`config.mk`:
```
export PLATFORM = sky130hd
export DESIGN_NAME = sensor_event_arbiter_flat
export DESIGN_NICKNAME = d
export VERILOG_FILES = /design/src/rtl/sensor_event_arbiter_pkg.sv /design/src/rtl/sensor_event_arbiter_if.sv /design/src/rtl/sensor_event_arbiter_debounce.sv /design/src/rtl/sensor_event_arbiter.sv /design/src/flat_wrapper.sv
export SDC_FILE = /design/constraint.sdc
export NUM_CORES = 1
export LEC_CHECK = 0
export ABC_AREA = 1
export CAP_MARGIN = 20
export CORE_ASPECT_RATIO = 1.25
export CORE_MARGIN = 2
export CORE_UTILIZATION = 45
export CTS_CLUSTER_DIAMETER = 40
export CTS_CLUSTER_SIZE = 24
export DETAILED_ROUTE_END_ITERATION = 10
export GPL_ROUTABILITY_DRIVEN = 0
export SLEW_MARGIN = 20
export SYNTH_ARGS = -nofsm -noshare
export SYNTH_HDL_FRONTEND = slang
export SYNTH_HIERARCHICAL = 1
export SYNTH_SLANG_ARGS = --single-unit
```
`constraint.sdc`:
```
create_clock -name CLK -period 1.54 [get_ports CLK]
set_input_delay 0.154 -clock CLK [delete_from_list [all_inputs] [get_ports CLK]]
set_output_delay 0.154 -clock CLK [all_outputs]
set_load 0.005 [all_outputs]
```
`src/rtl/sensor_event_arbiter_pkg.sv`:
```
// rtl/sensor_event_arbiter_pkg.sv - Shared types, constants and round-robin helper for the sensor event arbiter
package sensor_arb_pkg;

  typedef enum logic {
    IDLE  = 1'b0,
    OFFER = 1'b1
  } state_t;

  localparam int CNT_W = 8;

  // Index of the first set request at or after ptr, wrapping modulo n (n <= 16).
  function automatic int rr_pick(input logic [15:0] req, input int n, input int ptr);
    int pick;
    int idx;
    pick = 0;
    for (int i = 15; i >= 0; i--) begin
      idx = (ptr + i) % n;
      if (i < n && req[idx[3:0]]) pick = idx;
    end
    return pick;
  endfunction

endpackage

```
`src/rtl/sensor_event_arbiter_if.sv`:
```
// rtl/sensor_event_arbiter_if.sv - Valid/ready event channel between arbiter and consumer
interface sensor_event_arbiter_if #(
  parameter int N_CH = 4
) ();
  localparam int CW = $clog2(N_CH);

  logic          evt_valid;
  logic [CW-1:0] evt_ch;
  logic          evt_level;
  logic          evt_ready;

  modport master (output evt_valid, output evt_ch, output evt_level, input evt_ready);
  modport slave  (input evt_valid, input evt_ch, input evt_level, output evt_ready);
endinterface

```
`src/rtl/sensor_event_arbiter_debounce.sv`:
```
// rtl/sensor_event_arbiter_debounce.sv - Per-channel two-flop synchronizer and counting debouncer
module sensor_debounce
  import sensor_arb_pkg::*;
#(
  parameter int DEB_CYCLES = 3
) (
  input  logic CLK,
  input  logic MR,
  input  logic x,
  output logic stable,
  output logic flip
);

  localparam logic [CNT_W-1:0] LAST = CNT_W'(DEB_CYCLES - 1);

  logic             sync1;
  logic             sync2;
  logic [CNT_W-1:0] cnt;

  // flip is asserted in the cycle whose closing edge toggles stable, so the
  // arbiter can latch the event on the same edge the level changes.
  assign flip = (sync2 != stable) && (cnt == LAST);

  // Synchronize the raw line, then count consecutive disagreeing samples.
  always_ff @(posedge CLK or negedge MR) begin
    if (!MR) begin
      sync1  <= 1'b0;
      sync2  <= 1'b0;
      cnt    <= '0;
      stable <= 1'b0;
    end else begin
      sync1 <= x;
      sync2 <= sync1;
      if (sync2 == stable) begin
        cnt <= '0;
      end else if (flip) begin
        stable <= ~stable;
        cnt    <= '0;
      end else begin
        cnt <= cnt + 1'b1;
      end
    end
  end

endmodule

```
`src/rtl/sensor_event_arbiter.sv`:
```
// rtl/sensor_event_arbiter.sv - Debounced sensor change events, served round-robin over valid/ready
module sensor_event_arbiter
  import sensor_arb_pkg::*;
#(
  parameter int N_CH       = 4,
  parameter int DEB_CYCLES = 3
) (
  input  logic                   CLK,
  input  logic                   MR,
  input  logic [N_CH-1:0]        x,
  input  logic [N_CH-1:0]        en_mask,
  input  logic                   ovf_clr,
  output logic                   z,
  output logic                   overflow,
  sensor_event_arbiter_if.master evt
);

  localparam int CW = $clog2(N_CH);

  state_t          state;
  logic [N_CH-1:0] stable;
  logic [N_CH-1:0] flip;
  logic [N_CH-1:0] pending;
  logic [N_CH-1:0] pend_nxt;
  logic [N_CH-1:0] req;
  logic [CW-1:0]   ptr;
  logic [CW-1:0]   grant;
  logic            hs;
  logic            offering;
  logic            ovf_set;

  for (genvar c = 0; c < N_CH; c++) begin : g_ch
    sensor_debounce #(.DEB_CYCLES(DEB_CYCLES)) u_deb (
      .CLK    (CLK),
      .MR     (MR),
      .x      (x[c]),
      .stable (stable[c]),
      .flip   (flip[c])
    );
  end

  assign hs       = evt.evt_valid & evt.evt_ready;
  assign offering = (state == OFFER);
  assign req      = pending & en_mask;
  assign grant    = CW'(rr_pick(16'(req), N_CH, int'(ptr)));

  // Next pending set and overflow detection; a new flip outranks both the
  // mask clear and the handshake clear so no change is silently dropped.
  always_comb begin
    pend_nxt = pending;
    ovf_set  = 1'b0;
    for (int c = 0; c < N_CH; c++) begin
      if (!en_mask[c] && !(offering && evt.evt_ch == CW'(c))) pend_nxt[c] = 1'b0;
      if (hs && evt.evt_ch == CW'(c)) pend_nxt[c] = 1'b0;
      if (flip[c] && en_mask[c]) begin
        pend_nxt[c] = 1'b1;
        if (pending[c] && !(hs && evt.evt_ch == CW'(c))) ovf_set = 1'b1;
      end
    end
  end

  // Pending events, sticky overflow (set beats clear) and registered status.
  always_ff @(posedge CLK or negedge MR) begin
    if (!MR) begin
      pending  <= '0;
      overflow <= 1'b0;
      z        <= 1'b0;
    end else begin
      pending <= pend_nxt;
      z       <= |(stable & en_mask);
      if (ovf_set) overflow <= 1'b1;
      else if (ovf_clr) overflow <= 1'b0;
    end
  end

  // Offer FSM: grant one pending channel, hold it stable until accepted.
  always_ff @(posedge CLK or negedge MR) begin
    if (!MR) begin
      state         <= IDLE;
      evt.evt_valid <= 1'b0;
      evt.evt_ch    <= '0;
      evt.evt_level <= 1'b0;
      ptr           <= '0;
    end else begin
      case (state)
        IDLE: begin
          if (|req) begin
            evt.evt_ch    <= grant;
            evt.evt_level <= stable[grant];
            evt.evt_valid <= 1'b1;
            state         <= OFFER;
          end
        end
        OFFER: begin
          if (evt.evt_ready) begin
            evt.evt_valid <= 1'b0;
            ptr           <= (evt.evt_ch == CW'(N_CH - 1)) ? '0 : evt.evt_ch + 1'b1;
            state         <= IDLE;
          end
        end
        default: state <= IDLE;
      endcase
    end
  end

endmodule

```
`src/flat_wrapper.sv`:
```
// flat-port wrapper written by rule: the top's interface ports become plain ports
module sensor_event_arbiter_flat import sensor_arb_pkg::*;
#(
  parameter int N_CH       = 4,
  parameter int DEB_CYCLES = 3
)
  (CLK, MR, x, en_mask, ovf_clr, z, overflow, evt_evt_valid, evt_evt_ch, evt_evt_level, evt_evt_ready);
  sensor_event_arbiter_if #(.N_CH(N_CH)) evt_i ();
  input  logic CLK;
  input  logic MR;
  input  logic [N_CH-1:0] x;
  input  logic [N_CH-1:0] en_mask;
  input  logic ovf_clr;
  output logic z;
  output logic overflow;
  output wire logic [$bits(evt_i.evt_valid)-1:0] evt_evt_valid;
  output wire logic [$bits(evt_i.evt_ch)-1:0] evt_evt_ch;
  output wire logic [$bits(evt_i.evt_level)-1:0] evt_evt_level;
  input wire logic [$bits(evt_i.evt_ready)-1:0] evt_evt_ready;
  assign evt_evt_valid = evt_i.evt_valid;
  assign evt_evt_ch = evt_i.evt_ch;
  assign evt_evt_level = evt_i.evt_level;
  assign evt_i.evt_ready = evt_evt_ready;
  sensor_event_arbiter #(.N_CH(N_CH), .DEB_CYCLES(DEB_CYCLES)) u_core (.CLK(CLK), .MR(MR), .x(x), .en_mask(en_mask), .ovf_clr(ovf_clr), .z(z), .overflow(overflow), .evt(evt_i));
endmodule
```
==> impl_metrics.ini, run 1 <==
[clock_tree]
clk_pin_slew_ns = 0.07
clock_latency_ns = 0.34
clk_root_buffer_cell = clkbuf_8
numCtsBuffers = 9
cts_tree = done
htreeDepth = 3
numClockSinks = 57
cts_buffer_depth = 2

[die]
fp-row-count = 33
core_region_area_sq_um = 6606
die_h_microns = 96.94
start_util = 0.4706
ios = 18
die_area_sq_um = 7594
die_w_microns = 78.35

[global_route]
grt_pass1_wl_mm = 10.96
track_usage = 0.1820
met2_usage = 0.2971
use_met1 = 0.2196
busiest_layer = met2
grt_max_degree = 58
grt_pass1_vias = 2601
antenna_found_initial = 0
grt_overflow_total = 0
grtUsageMet3 = 0.03545

[logic_synthesis]
synthFlopType = dfrtp_1
yosysTopAreaCellShare = 0.4588
synthesis.area_sq_um = 3109
synth_most_common_cell = nand2_1
syn_inst = 406
syn_nets = 430
ys_seq_area_frac = 0.4588
synth_top_area_cell = dfrtp_1
synthTopCellsByCount = 109 x nand2_1, 64 x inv_1, 57 x dfrtp_1
ys_ff_latch = 57
avgSynthCellArea_sq_um = 7.658
synth.area.top_cells = dfrtp_1 46%, nand2_1 13%, inv_1 7.7%, nand3_1 6.1%, nor2_1 4.9%
ys_warn_count = 6
synth_cell_types = 24
async_reset_ff_frac = 1.000
synth_edf_count = 0

[sta]
slew_headroom = 0.7964
fin_crit_sh = 0.9933
worstMarginPinSlew_ns = 0.3055
hold_violations = 0
rsz0062_at_grt = true
clock_skew_ns = 0.008162
max_freq_mhz = 653.7
maxSlewViolCount = 0
setup_viol = 0
setup_tns_ns = 0
fin_crit_ns = 1.530

[place]
port_buffers = 17
dp_hpwl_mm = 4.401
dp_cells = 522

[setup_path]
worst-setup-path-type = reg2reg
cp.required_ns = 1.77
crit_path_start_kind = flop
critPathArrivalTime_ns = 1.76
crit_path_end_kind = flop
cp_max_fo = 5

[route]
final_antenna_net_count = 0
drcViolationCount = 0
wire_per_inst_microns = 11.45
via_per_inst = 4.785
drtIter0Drc = 110
via_count = 2608
dr.pass1.iters = 4
drt_wl_total_mm = 6.238

[power_and_ir_drop]
p_per_area_nw_per_um2 = 1431
total_power_mw = 5.473
p_leak_nw = 1.854
peakVddDrop_mv = 0.8169

[layout]
nets = 477
regArea_sq_um = 1430
fill_cells = 612
antennaDiodeCount = 0
multi_input_area_sq_um = 1501
drive_gt1_frac = 0.1834
syn_to_final_growth_pct = 23.02
layout.cells.non_filler = 545

[run_status]
outcome = finished clean

[min_path]
hp-class = in2reg

[run]
cap_violations = 0
==> metrics by stage <==
stage	instance area [sq um]	setup slack (ns)	hold WS, ns	utilization
global route	3825	-0.1115	0.2468	0.5790
detailed placement	3482	-0.1730	0.1827	0.5271
CTS	3686	0.01200	0.2372	0.5580
finish	3825	0.01029	0.2513	0.5790
floorplan	3109	0.1550	-0.1416	-
global placement	3482	-0.1312	0.1824	0.5271
==> cell type report <==
type | instances | share of cell area
inverters | 66 | 0.06542
repair buffers | 37 | 0.08930
clock inverters | 2 | 0.002617
well taps | 87 | 0.02846
multi-input cells | 282 | 0.3925
flip-flops and latches | 57 | 0.3739
clock buffers | 14 | 0.04776
==> sequential cells by signal (all words and copies together), names as in the netlist <==
register / cells
u_core/g_ch.u_deb/cnt: 32
u_core/g_ch.u_deb/stable: 4
u_core/g_ch.u_deb/sync1: 4
u_core/g_ch.u_deb/sync2: 4
u_core/pending: 4
u_core/evt.evt_ch: 2
u_core/ptr: 2
u_core/evt.evt_level: 1
u_core/evt.evt_valid: 1
u_core/offering: 1
u_core/overflow: 1
u_core/z: 1
==> final timing paths <==
check	from	to	slack, ns	cells after the start
max reg2reg	u_core/ptr[0]$_DFFE_PN0P_	u_core/evt.evt_level$_DFFE_PN0P_	0.01	13
max	u_core/ptr[0]$_DFFE_PN0P_	u_core/evt.evt_level$_DFFE_PN0P_	0.01	13
max in group asynchronous	MR	u_core/evt.evt_valid$_DFFE_PN0P_	0.92	3
min reg2reg	u_core/g_ch[1].u_deb/sync1$_DFF_PN0_	u_core/g_ch[1].u_deb/sync2$_DFF_PN0_	0.35	0
min in group asynchronous	MR	u_core/g_ch[1].u_deb/cnt[5]$_DFF_PN0_	0.35	3
min	x[3]	u_core/g_ch[3].u_deb/sync1$_DFF_PN0_	0.25	1
==> where the power goes <==
| group | switching [mW] | internal (mW) |
|---|---|---|
| Sequential | 0.352 | 1.79 |
| Combinational | 1.11 | 0.890 |
| Clock | 0.580 | 0.755 |
| Total | 2.04 | 3.43 |
==> critical path, stage by stage, from the launching register on <==
cell	delay (ns)
dfrtp_2	0.46
buf_6	0.15
nand2_2	0.08
nand2_2	0.07
o21ai_2	0.12
nand2_2	0.08
nand2_2	0.06
nand2_2	0.06
nand2_2	0.08
nand2_1	0.05
nand3_1	0.07
nand2_1	0.05
nand2_1	0.05
nand2_1	0.05
==> layout by cell type (no fill, tap or decap), types with 2 or more instances in the layout <==
| cell type | Yosys | layout |
|---|---|---|
| dfrtp_1 | 57 | 54 |
| nor2_2 | 10 | 9 |
| ha_1 | 12 | 11 |
| dfrtp_2 | 0 | 3 |
| xor2_1 | 4 | 4 |
| nor2_1 | 41 | 40 |
| nand2_1 | 109 | 99 |
| nor3_1 | 12 | 12 |
| clkdlybuf4s50_1 | 0 | 16 |
| nand3_1 | 38 | 34 |
| nand4_1 | 4 | 4 |
| buf_4 | 0 | 15 |
| o21bai_1 | 4 | 4 |
| nor2_4 | 4 | 6 |
| nand3_2 | 1 | 5 |
| buf_6 | 1 | 3 |
| clkinv_2 | 0 | 2 |
| nand2_4 | 0 | 2 |
| nand2_2 | 10 | 18 |
| clkbuf_8 | 0 | 13 |
| inv_2 | 1 | 2 |
| xnor2_1 | 4 | 4 |
| o21ai_1 | 9 | 10 |
| inv_1 | 64 | 63 |
| a21oi_1 | 9 | 9 |
| o21ai_0 | 8 | 6 |
==> cell families after synthesis <==
logic type	count (synthesis)	synth area share
and+or+nand+nor	229	0.3276
buffers and inverters	67	0.08410
DFF	57	0.4588
AOI/OAI and AO/OA	33	0.05875
adders and majority gates	12	0.04829
xor gates and xnor gates	8	0.02253
==> what timing repair did <==
item                                    4_1_cts  5_1_grt
hold endpoints to repair                     57        0
hold buffers                                  1        0
setup buffers                                 0        6
pin swaps                                     0        4
gates resized for setup                       1       32
endpoints found under the setup margin        2        5
==> routing by layer <==
layer,wire length [microns],up-vias
li1,-,1361
met1,2851,1198
met2,3065,36
met3,173,13
met4,149,0
met5,0,-
Note: power is estimated with default switching activity, not from simulation.
==> inputs of run 2 (changes only) <==
Settings changed: MAX_ROUTING_LAYER set to met4.
==> impl_metrics.ini, run 2 (synthesis gave the netlist of run 1 again) <==
[run_status]
outcome = finished clean

[sta]
fin_crit_sh = 0.9909
rsz0062_at_grt = true
maxSlewViolCount = 0
worst_slack_ns = 0.01396
clock_skew_ns = 0.008191
max_freq_mhz = 655.3
fin_crit_ns = 1.526
worstMarginPinSlew_ns = 0.3068
hold_violations = 0
setup_viol = 0
holdWs_ns = 0.2511
slew_headroom = 0.7954

[layout]
drive_gt1_frac = 0.1834
final_common_cell = nand2_1
regArea_sq_um = 1430
multi_input_area_sq_um = 1501
nets = 477
syn_to_final_growth_pct = 23.02
largest_reg_flops = 32
final_util = 0.5790
design_area_sq_um = 3825
largest-register = u_core/g_ch.u_deb/cnt
fill_cells = 612
antennaDiodeCount = 0
mostFrequentLayoutCells = 99 x nand2_1, 63 x inv_1, 54 x dfrtp_1, 40 x nor2_1, 34 x nand3_1

[setup_path]
cp_max_fo = 5
critPathArrivalTime_ns = 1.75
crit_start = u_core/ptr[0]$_DFFE_PN0P_
crit_path_end_kind = flop
cp.required_ns = 1.77
r2r_setup_slack_ns = 0.01
timing.rr.start = u_core/ptr[0]$_DFFE_PN0P_
worst-setup-path-type = reg2reg
crit_path_start_kind = flop

[route]
drcViolationCount = 0
met1Wirelength_mm = 2.867
drt_wl_total_mm = 6.289
routed.top_layer = met4
wire_per_inst_microns = 11.54
via_per_inst = 4.791
wl_met2_mm = 3.093
met3_length_microns = 181
via_count = 2611
drtIter0Drc = 103
final_antenna_net_count = 0
dr.pass1.iters = 4

[clock_tree]
clock_latency_ns = 0.34
htreeDepth = 3
cts_buffer_depth = 2
cts_tree = done
clk_root_buffer_cell = clkbuf_8
clk_pin_slew_ns = 0.07
numClockSinks = 57
numCtsBuffers = 9

[power_and_ir_drop]
total_power_mw = 5.478
p_leak_nw = 1.854
p_per_area_nw_per_um2 = 1432
peakVddDrop_mv = 0.8186

[die]
start_util = 0.4706
die_h_microns = 96.94
die_area_sq_um = 7594
ios = 18
die_w_microns = 78.35
core_region_area_sq_um = 6606
fp-row-count = 33

[place]
dp_hpwl_mm = 4.401
post-place-ws_ns = -0.1730
dpl_cell_area_sq_um = 3482
port_buffers = 17

[global_route]
antenna_found_initial = 0
grt_pass1_vias = 2604
grt_overflow_total = 0
track_usage = 0.1878
grt_max_degree = 58
grt_pass1_wl_mm = 10.98

[run]
cap_violations = 0

[min_path]
hp-class = in2reg
min-delay-start = x[3]
[run 2: cell counts in the layout (fill, tap and decap cells not counted)]
Identical to the previous run, type by type.
[run 2: where the power goes]
| group | internal (mW) | total, mW | switching, mW | leakage [nW] |
|---|---|---|---|---|
| clock | 0.755 | 1.34 | 0.582 | 0.102 |
| combinational | 0.890 | 2.00 | 1.11 | 1.00 |
| sequential | 1.79 | 2.14 | 0.354 | 0.749 |
[run 2: worst paths after layout]
kind / cells past startpoint / to
worst max-delay path: 13 / u_core/evt.evt_level$_DFFE_PN0P_
worst min-delay path: 1 / u_core/g_ch[3].u_deb/sync1$_DFF_PN0_
worst max register to register: 13 / u_core/evt.evt_level$_DFFE_PN0P_
worst min register to register: 0 / u_core/g_ch[1].u_deb/sync2$_DFF_PN0_
max in group asynchronous: 3 / u_core/evt.evt_valid$_DFFE_PN0P_
min in group asynchronous: 3 / u_core/g_ch[1].u_deb/cnt[5]$_DFF_PN0_
[run 2: layout make-up]
type                            count  area share
Clock buffer                       14     0.04776
Clock inverter                      2    0.002617
Inverter                           66     0.06542
Multi-Input combinational cell    282      0.3925
Sequential cell                    57      0.3739
Tap cell                           87     0.02846
Timing Repair Buffer               37     0.08930
[run 2: critical path: stages (launching register included)]
cell	delay, ns
dfrtp_2	0.46
buf_6	0.15
nand2_2	0.08
nand2_2	0.07
o21ai_2	0.12
nand2_2	0.08
nand2_2	0.06
nand2_2	0.06
nand2_2	0.08
nand2_1	0.05
nand3_1	0.06
nand2_1	0.05
nand2_1	0.05
nand2_1	0.05
[run 2: per-stage QoR]
stage / TNS (ns) / cells
after global placement: -0.2340 / 522
final: 0 / 545
after CTS: 0 / 539
after detailed placement: -0.3329 / 522
after floorplan: 0 / 406
after global routing: -0.2620 / 545
[run 2: repair_timing]
item,CTS,global route
pin swaps,0,4
hold buffers,1,0
cloned,0,0
hold endpoints to repair,57,0
resized for setup,1,32
endpoints found under the setup margin,2,5
buffers inserted,0,6
[run 2: routing by layer]
metal  GRT usage  vias up
met4      0.1026        0
met3     0.04384       12
met2      0.2971       36
met1      0.2196     1204
met5           -        -
li1            -     1359
